File: src/rtl/keypad_scanner_pkg.sv
// Shared definitions for the 4x3 keypad scanner and its consumers.
// Key codes are one-hot with bit index row*3 + col.
package keypad_scanner_pkg;

  localparam int NUM_ROWS = 4;
  localparam int NUM_COLS = 3;
  localparam int NUM_KEYS = NUM_ROWS * NUM_COLS;

  localparam logic [NUM_KEYS-1:0] KEY_1    = 12'h001;
  localparam logic [NUM_KEYS-1:0] KEY_2    = 12'h002;
  localparam logic [NUM_KEYS-1:0] KEY_3    = 12'h004;
  localparam logic [NUM_KEYS-1:0] KEY_4    = 12'h008;
  localparam logic [NUM_KEYS-1:0] KEY_5    = 12'h010;
  localparam logic [NUM_KEYS-1:0] KEY_6    = 12'h020;
  localparam logic [NUM_KEYS-1:0] KEY_7    = 12'h040;
  localparam logic [NUM_KEYS-1:0] KEY_8    = 12'h080;
  localparam logic [NUM_KEYS-1:0] KEY_9    = 12'h100;
  localparam logic [NUM_KEYS-1:0] KEY_STAR = 12'h200;
  localparam logic [NUM_KEYS-1:0] KEY_0    = 12'h400;
  localparam logic [NUM_KEYS-1:0] KEY_HASH = 12'h800;

  typedef enum logic [1:0] {
    ST_SCAN     = 2'd0,
    ST_DEBOUNCE = 2'd1,
    ST_REPORT   = 2'd2,
    ST_RELEASE  = 2'd3
  } kp_state_e;

  function automatic logic [NUM_KEYS-1:0] key_code(input logic [1:0] row_idx,
                                                   input logic [1:0] col_idx);
    logic [3:0] bit_idx;
    bit_idx = 4'(row_idx) * 4'd3 + 4'(col_idx);
    return {{(NUM_KEYS-1){1'b0}}, 1'b1} << bit_idx;
  endfunction

endpackage

File: src/rtl/kp_sync2.sv
// Two-flop synchronizer for the keypad row lines; idles at all-ones
// (no key pressed) out of reset.
module kp_sync2 #(
  parameter int W = 4
) (
  input  logic         i_clk,
  input  logic         i_rst_n,
  input  logic [W-1:0] i_d,
  output logic [W-1:0] o_q
);

  logic [W-1:0] r_s1, r_s2;

  always_ff @(posedge i_clk or negedge i_rst_n) begin
    if (!i_rst_n) begin
      r_s1 <= '1;
      r_s2 <= '1;
    end else begin
      r_s1 <= i_d;
      r_s2 <= r_s1;
    end
  end

  assign o_q = r_s2;

endmodule

File: src/rtl/keypad_scanner.sv
// 4x3 matrix keypad scanner: walks the columns, debounces press and release,
// and emits one one-hot code with a single-cycle valid per accepted press.
module keypad_scanner
  import keypad_scanner_pkg::*;
#(
  parameter int SCAN_DIV = 1000,
  parameter int DEBOUNCE = 4
) (
  input  logic                clk,
  input  logic                rst,
  input  logic [NUM_ROWS-1:0] row,
  output logic [NUM_COLS-1:0] col,
  output logic [NUM_KEYS-1:0] scan_data,
  output logic                valid
);

  localparam int DW = $clog2(SCAN_DIV);
  localparam int CW = $clog2(DEBOUNCE + 1);
  localparam logic [DW-1:0] DIV_LAST = DW'(SCAN_DIV - 1);
  localparam logic [CW-1:0] DB_LAST  = CW'(DEBOUNCE);

  kp_state_e           r_state, w_state_nxt;
  logic [DW-1:0]       r_div;
  logic [1:0]          r_col_idx, w_col_nxt, w_col_adv;
  logic [1:0]          r_row_idx, w_row_nxt, w_hit_row;
  logic [CW-1:0]       r_cnt, w_cnt_nxt, w_cnt_inc;
  logic [NUM_KEYS-1:0] r_scan_data;
  logic [NUM_ROWS-1:0] w_rs, w_low;
  logic                w_tick, w_single, w_load;

  kp_sync2 #(.W(NUM_ROWS)) u_sync (
    .i_clk  (clk),
    .i_rst_n(rst),
    .i_d    (row),
    .o_q    (w_rs)
  );

  assign w_tick    = (r_div == DIV_LAST);
  assign w_low     = ~w_rs;
  // Exactly one row pulled low: nonzero and a power of two.
  assign w_single  = (w_low != '0) && ((w_low & (w_low - NUM_ROWS'(1))) == '0);
  assign w_cnt_inc = r_cnt + CW'(1);
  assign w_col_adv = (r_col_idx == 2'd2) ? 2'd0 : r_col_idx + 2'd1;

  always_comb begin
    w_hit_row = 2'd0;
    for (int i = 0; i < NUM_ROWS; i++)
      if (w_low[i]) w_hit_row = 2'(i);
  end

  assign col       = ~(NUM_COLS'(1) << r_col_idx);
  assign valid     = (r_state == ST_REPORT);
  assign scan_data = r_scan_data;

  always_comb begin
    w_state_nxt = r_state;
    w_col_nxt   = r_col_idx;
    w_row_nxt   = r_row_idx;
    w_cnt_nxt   = r_cnt;
    w_load      = 1'b0;
    case (r_state)
      ST_SCAN: if (w_tick) begin
        if (w_single) begin
          w_row_nxt = w_hit_row;
          w_cnt_nxt = CW'(1);
          if (DEBOUNCE == 1) begin
            w_state_nxt = ST_REPORT;
            w_load      = 1'b1;
          end else begin
            w_state_nxt = ST_DEBOUNCE;
          end
        end else begin
          w_col_nxt = w_col_adv;
        end
      end
      ST_DEBOUNCE: if (w_tick) begin
        if (w_single && (w_hit_row == r_row_idx)) begin
          w_cnt_nxt = w_cnt_inc;
          if (w_cnt_inc == DB_LAST) begin
            w_state_nxt = ST_REPORT;
            w_load      = 1'b1;
          end
        end else begin
          w_cnt_nxt   = '0;
          w_col_nxt   = w_col_adv;
          w_state_nxt = ST_SCAN;
        end
      end
      ST_REPORT: begin
        w_state_nxt = ST_RELEASE;
        w_cnt_nxt   = '0;
      end
      ST_RELEASE: if (w_tick) begin
        // Column stays frozen until the key has been seen released cleanly.
        if (w_rs == '1) begin
          w_cnt_nxt = w_cnt_inc;
          if (w_cnt_inc == DB_LAST) begin
            w_cnt_nxt   = '0;
            w_col_nxt   = w_col_adv;
            w_state_nxt = ST_SCAN;
          end
        end else begin
          w_cnt_nxt = '0;
        end
      end
      default: w_state_nxt = ST_SCAN;
    endcase
  end

  always_ff @(posedge clk or negedge rst) begin
    if (!rst) begin
      r_state     <= ST_SCAN;
      r_div       <= '0;
      r_col_idx   <= '0;
      r_row_idx   <= '0;
      r_cnt       <= '0;
      r_scan_data <= '0;
    end else begin
      r_div     <= w_tick ? '0 : r_div + DW'(1);
      r_state   <= w_state_nxt;
      r_col_idx <= w_col_nxt;
      r_row_idx <= w_row_nxt;
      r_cnt     <= w_cnt_nxt;
      if (w_load) r_scan_data <= key_code(w_row_nxt, r_col_idx);
    end
  end

endmodule
File: config.mk
export PLATFORM = sky130hd
export DESIGN_NAME = keypad_scanner
export DESIGN_NICKNAME = d
export VERILOG_FILES = /design/src/rtl/keypad_scanner_pkg.sv /design/src/rtl/kp_sync2.sv /design/src/rtl/keypad_scanner.sv
export SDC_FILE = /design/constraint.sdc
export NUM_CORES = 1
export LEC_CHECK = 0
export ABC_AREA = 1
export CAP_MARGIN = 20
export CORE_UTILIZATION = 51
export CTS_BUF_LIST = sky130_fd_sc_hd__clkbuf_8
export DETAILED_ROUTE_END_ITERATION = 12
export PLACE_DENSITY = 0.73
export SLEW_MARGIN = 20
export SYNTH_ARGS = -nofsm -noshare
export SYNTH_HDL_FRONTEND = slang
export SYNTH_HIERARCHICAL = 1
export SYNTH_SLANG_ARGS = --single-unit
File: constraint.sdc
create_clock -name clk -period 5.7 [get_ports clk]
set_clock_uncertainty 0.15 [all_clocks]
set_input_delay 1.71 -clock clk [delete_from_list [all_inputs] [get_ports clk]]
set_output_delay 1.71 -clock clk [all_outputs]
set_load 0.005 [all_outputs]
==> impl_metrics.yaml <==
final_layout:
  most_common_library_cell_in_the_layout_ignoring_fill_and_taps: "sky130_fd_sc_hd__nand2_1"
  areaGrowthSynthToFinish_pct: 15.7
  number_of_nets_in_the_final_layout: 302
  final-instance-count-excl-fill: 334
  post_route_cells_drive_above_1_share_pct: 16.2
  insertedDiodeCount: 0
  layout.cells.most_common_list: "sky130_fd_sc_hd__nand2_1 (68), sky130_fd_sc_hd__inv_1 (33), sky130_fd_sc_hd__dfrtp_1 (31)"
floorplanning:
  io-pin-count: 22
  rows: 23
  core-area_sq_um: 4030
  die_area_sq_um: 4490
  die_h_um: 67.0
  die_w_um: 67.0
  start_util_pct: 53.4
power_and_ir_drop:
  power.share.switching_pct: 24.1
  combPwrFrac_pct: 3.5
  worst_ir_drop_vdd_v: 0.000147
  cell_internal_power_dissipation_mw: 0.374
  power_switching_mw: 0.119
  share_seq_of_total_power_pct: 57.5
  p_clk_share_pct: 39.0
  p_leak_nw: 1.22
  power.density_cell_area_nw_per_um2: 198
global_routing:
  largest_net_degree_at_the_start_of_global_routing: 40
  gr-usage-all-layers_pct: 19.7
  antenna_violations_before_repair: 0
  vias_in_the_first_global_route: 1517
  first_pass_grt_wire_length_um: 6510
  grt-ovfl-total: 0
setup_path:
  worstSetupStartpoint: "u_sync/o_q[3]"
  required_ns: 5.77
  cp_max_fo: 7
  critical_path.startpoint_type: "flop"
  crit_arrival_ns: 3.57
  critical_path_endpoint_category: "flop"
  timing_worst_setup_path_type: "flop to flop"
  regToRegStartpoint: "u_sync/o_q[3]"
clock_network:
  cts_hold_repair.buffers: 0
  cts_tree: "yes"
  clock_tree.buffer_depth: 2
  h-tree-depth: 2
  worst_skew_pair.late_latency_ns: 0.30
  clock-sinks: 39
  postCtsResizedCells: 0
  clkSlewWorstSetupHoldPaths_ns: 0.08
  tritoncts.num_buffers: 5
  cts_setup_buffers: 0
  cts_root_buffer: "sky130_fd_sc_hd__clkbuf_8"
synthesis:
  synth_warnings: 6
  synth_seq_area_share_pct: 45.8
  number_of_standard_cells_after_synthesis: 257
  ys_seq_elements: 39
  synth.net_count: 276
  post_synthesis_area_per_instance_sq_um: 8.38
  synth.lib_cells_used.distinct: 30
  post_syn_area_sq_um: 2150
drt:
  via_count: 1632
  detail_route.wirelength_um: 3690
  remaining_number_of_nets_flagged_by_the_antenna_check_after_routing: 0
  route.detailed.vias_per_inst: 4.89
  drt_first_pass_iters: 4
  post_drt_wl_per_cell_um: 11.0
  detailedRoute.firstIterationViolations: 65
  drt_drc_violations_left: 0
min_path:
  min-delay-path-class: "flop to flop"
  hold_start: "u_sync/r_s1[0]"
flow_run:
  max_cap_violations: 0
outcome:
  outcome: "complete, no violations"
sta:
  timing_max_transition_violations_final: 0
  final.setup.tns_ns: 0
  finalWorstPathRequiredPeriod_ns: 3.50
  timing.final.crit_share_pct: 61.4
  rsz0062_at_grt: "no"
  hold_viol_final: 0
  fmaxAchievable_ghz: 0.286
  tightest_slew_ns: 0.836
  setup_viol: 0
  maxSlewHeadroom_pct: 44.3
placement:
  place_hpwl_um: 2740
  dp_cells: 326
  placement.io_buffers: 21
  gp_routability_congestion: 0.878
worst paths after layout:
check                                endpoint  depth (start not counted)  slack (ns)
worst max register to register   scan_data[4]                         18        2.20
worst min register to register  u_sync/o_q[0]                          0        0.21
max in group asynchronous        scan_data[4]                          1        3.51
min in group asynchronous          r_state[0]                          1        1.35
worst max-delay path             scan_data[4]                         18        2.20
worst min-delay path            u_sync/o_q[0]                          0        0.21
per-stage QoR:
step / util, % / setup WS [ns] / total power [mW] / area [sq um] / hold slack, ns
after floorplan: - / 2.54 / 0.296 / 2150 / 0.195
final: 61.8 / 2.20 / 0.493 / 2490 / 0.208
after CTS: 61.8 / 2.20 / 0.500 / 2490 / 0.209
after detailed placement: 59.5 / 2.25 / 0.307 / 2400 / 0.197
after global placement: 59.5 / 2.30 / 0.307 / 2400 / 0.197
after global routing: 61.8 / 1.88 / 0.511 / 2490 / 0.211
power groups by stage:
stage	Sequential (mW)	Combinational, mW	Clock [mW]
global route	0.284	0.0206	0.207
global placement	0.289	0.0180	0
detailed placement	0.289	0.0182	0
CTS	0.283	0.0182	0.198
floorplan	0.288	0.00805	0
finish	0.283	0.0175	0.192
worst max-delay path: stages, from the launching register on:
cell	delay, ns
sky130_fd_sc_hd__dfstp_2	0.58
sky130_fd_sc_hd__nand2_2	0.10
sky130_fd_sc_hd__inv_2	0.07
sky130_fd_sc_hd__nand2_1	0.05
sky130_fd_sc_hd__nand2_2	0.07
sky130_fd_sc_hd__nand3_2	0.13
sky130_fd_sc_hd__nor2_1	0.15
sky130_fd_sc_hd__nand2_1	0.06
sky130_fd_sc_hd__nand2_1	0.14
sky130_fd_sc_hd__nand2_1	0.09
sky130_fd_sc_hd__nand2_1	0.07
sky130_fd_sc_hd__inv_1	0.04
sky130_fd_sc_hd__ha_1	0.30
sky130_fd_sc_hd__ha_1	0.24
sky130_fd_sc_hd__fa_1	0.61
sky130_fd_sc_hd__inv_1	0.09
sky130_fd_sc_hd__nor2_1	0.20
sky130_fd_sc_hd__nand3_1	0.14
sky130_fd_sc_hd__o21ai_2	0.15
state kept, by name, summed over array words and instances (netlist names), named ones only:
register and cells:
r_state 1, r_row_idx 2, r_div 10, r_col_idx 2, r_cnt 3, u_sync/r_s1 4
scan_data 12, u_sync/o_q 4
cell usage after synthesis (all sizes together):
cell	count	area share, %
nand2	74	14
inv	38	6.7
dfrtp	31	36
nor2	27	5.2
nand3	21	5.9
o21ai	21	7.0
ha	12	7.0
dfstp	8	9.8
a21oi	6	1.4
nor3	5	1.4
nand4	3	0.87
xor2	3	1.2
buf	2	1.0
and2	1	0.29
fa	1	0.93
nand3b	1	0.35
nor3b	1	0.35
o21a	1	0.35
xnor2	1	0.41
metal layers:
| layer | global-route usage (%) | share of wire (%) | up-vias |
|---|---|---|---|
| li1 | - | - | 863 |
| met1 | 25.7 | 51 | 736 |
| met2 | 30.8 | 44 | 26 |
| met3 | 4.97 | 3.4 | 7 |
| met4 | 7.98 | 1.9 | 0 |
| met5 | 0 | 0 | - |
logic make-up (layout without fill, tap and decap cells):
| kind of cell | count (synthesis) | count (layout) | synth area share [%] |
|---|---|---|---|
| and+or+nand+nor | 133 | 133 | 28.2 |
| AOI/OAI and AO/OA | 28 | 28 | 8.72 |
| xor gates and xnor gates | 4 | 4 | 1.63 |
| buffers and inverters | 40 | 67 | 7.79 |
| DFF | 39 | 39 | 45.8 |
| adders and majority gates | 13 | 13 | 7.90 |
area by class of cell:
| cell class | count | area, sq um |
|---|---|---|
| tap | 50 | 62.6 |
| sequential | 39 | 986 |
| inverter | 38 | 145 |
| clock buffer | 5 | 68.8 |
| clock inverter | 3 | 23.8 |
| fill | 361 | 1540 |
| multi-input combinational | 178 | 1000 |
| timing repair buffer | 21 | 205 |
Note: power is estimated with default switching activity, not from simulation.
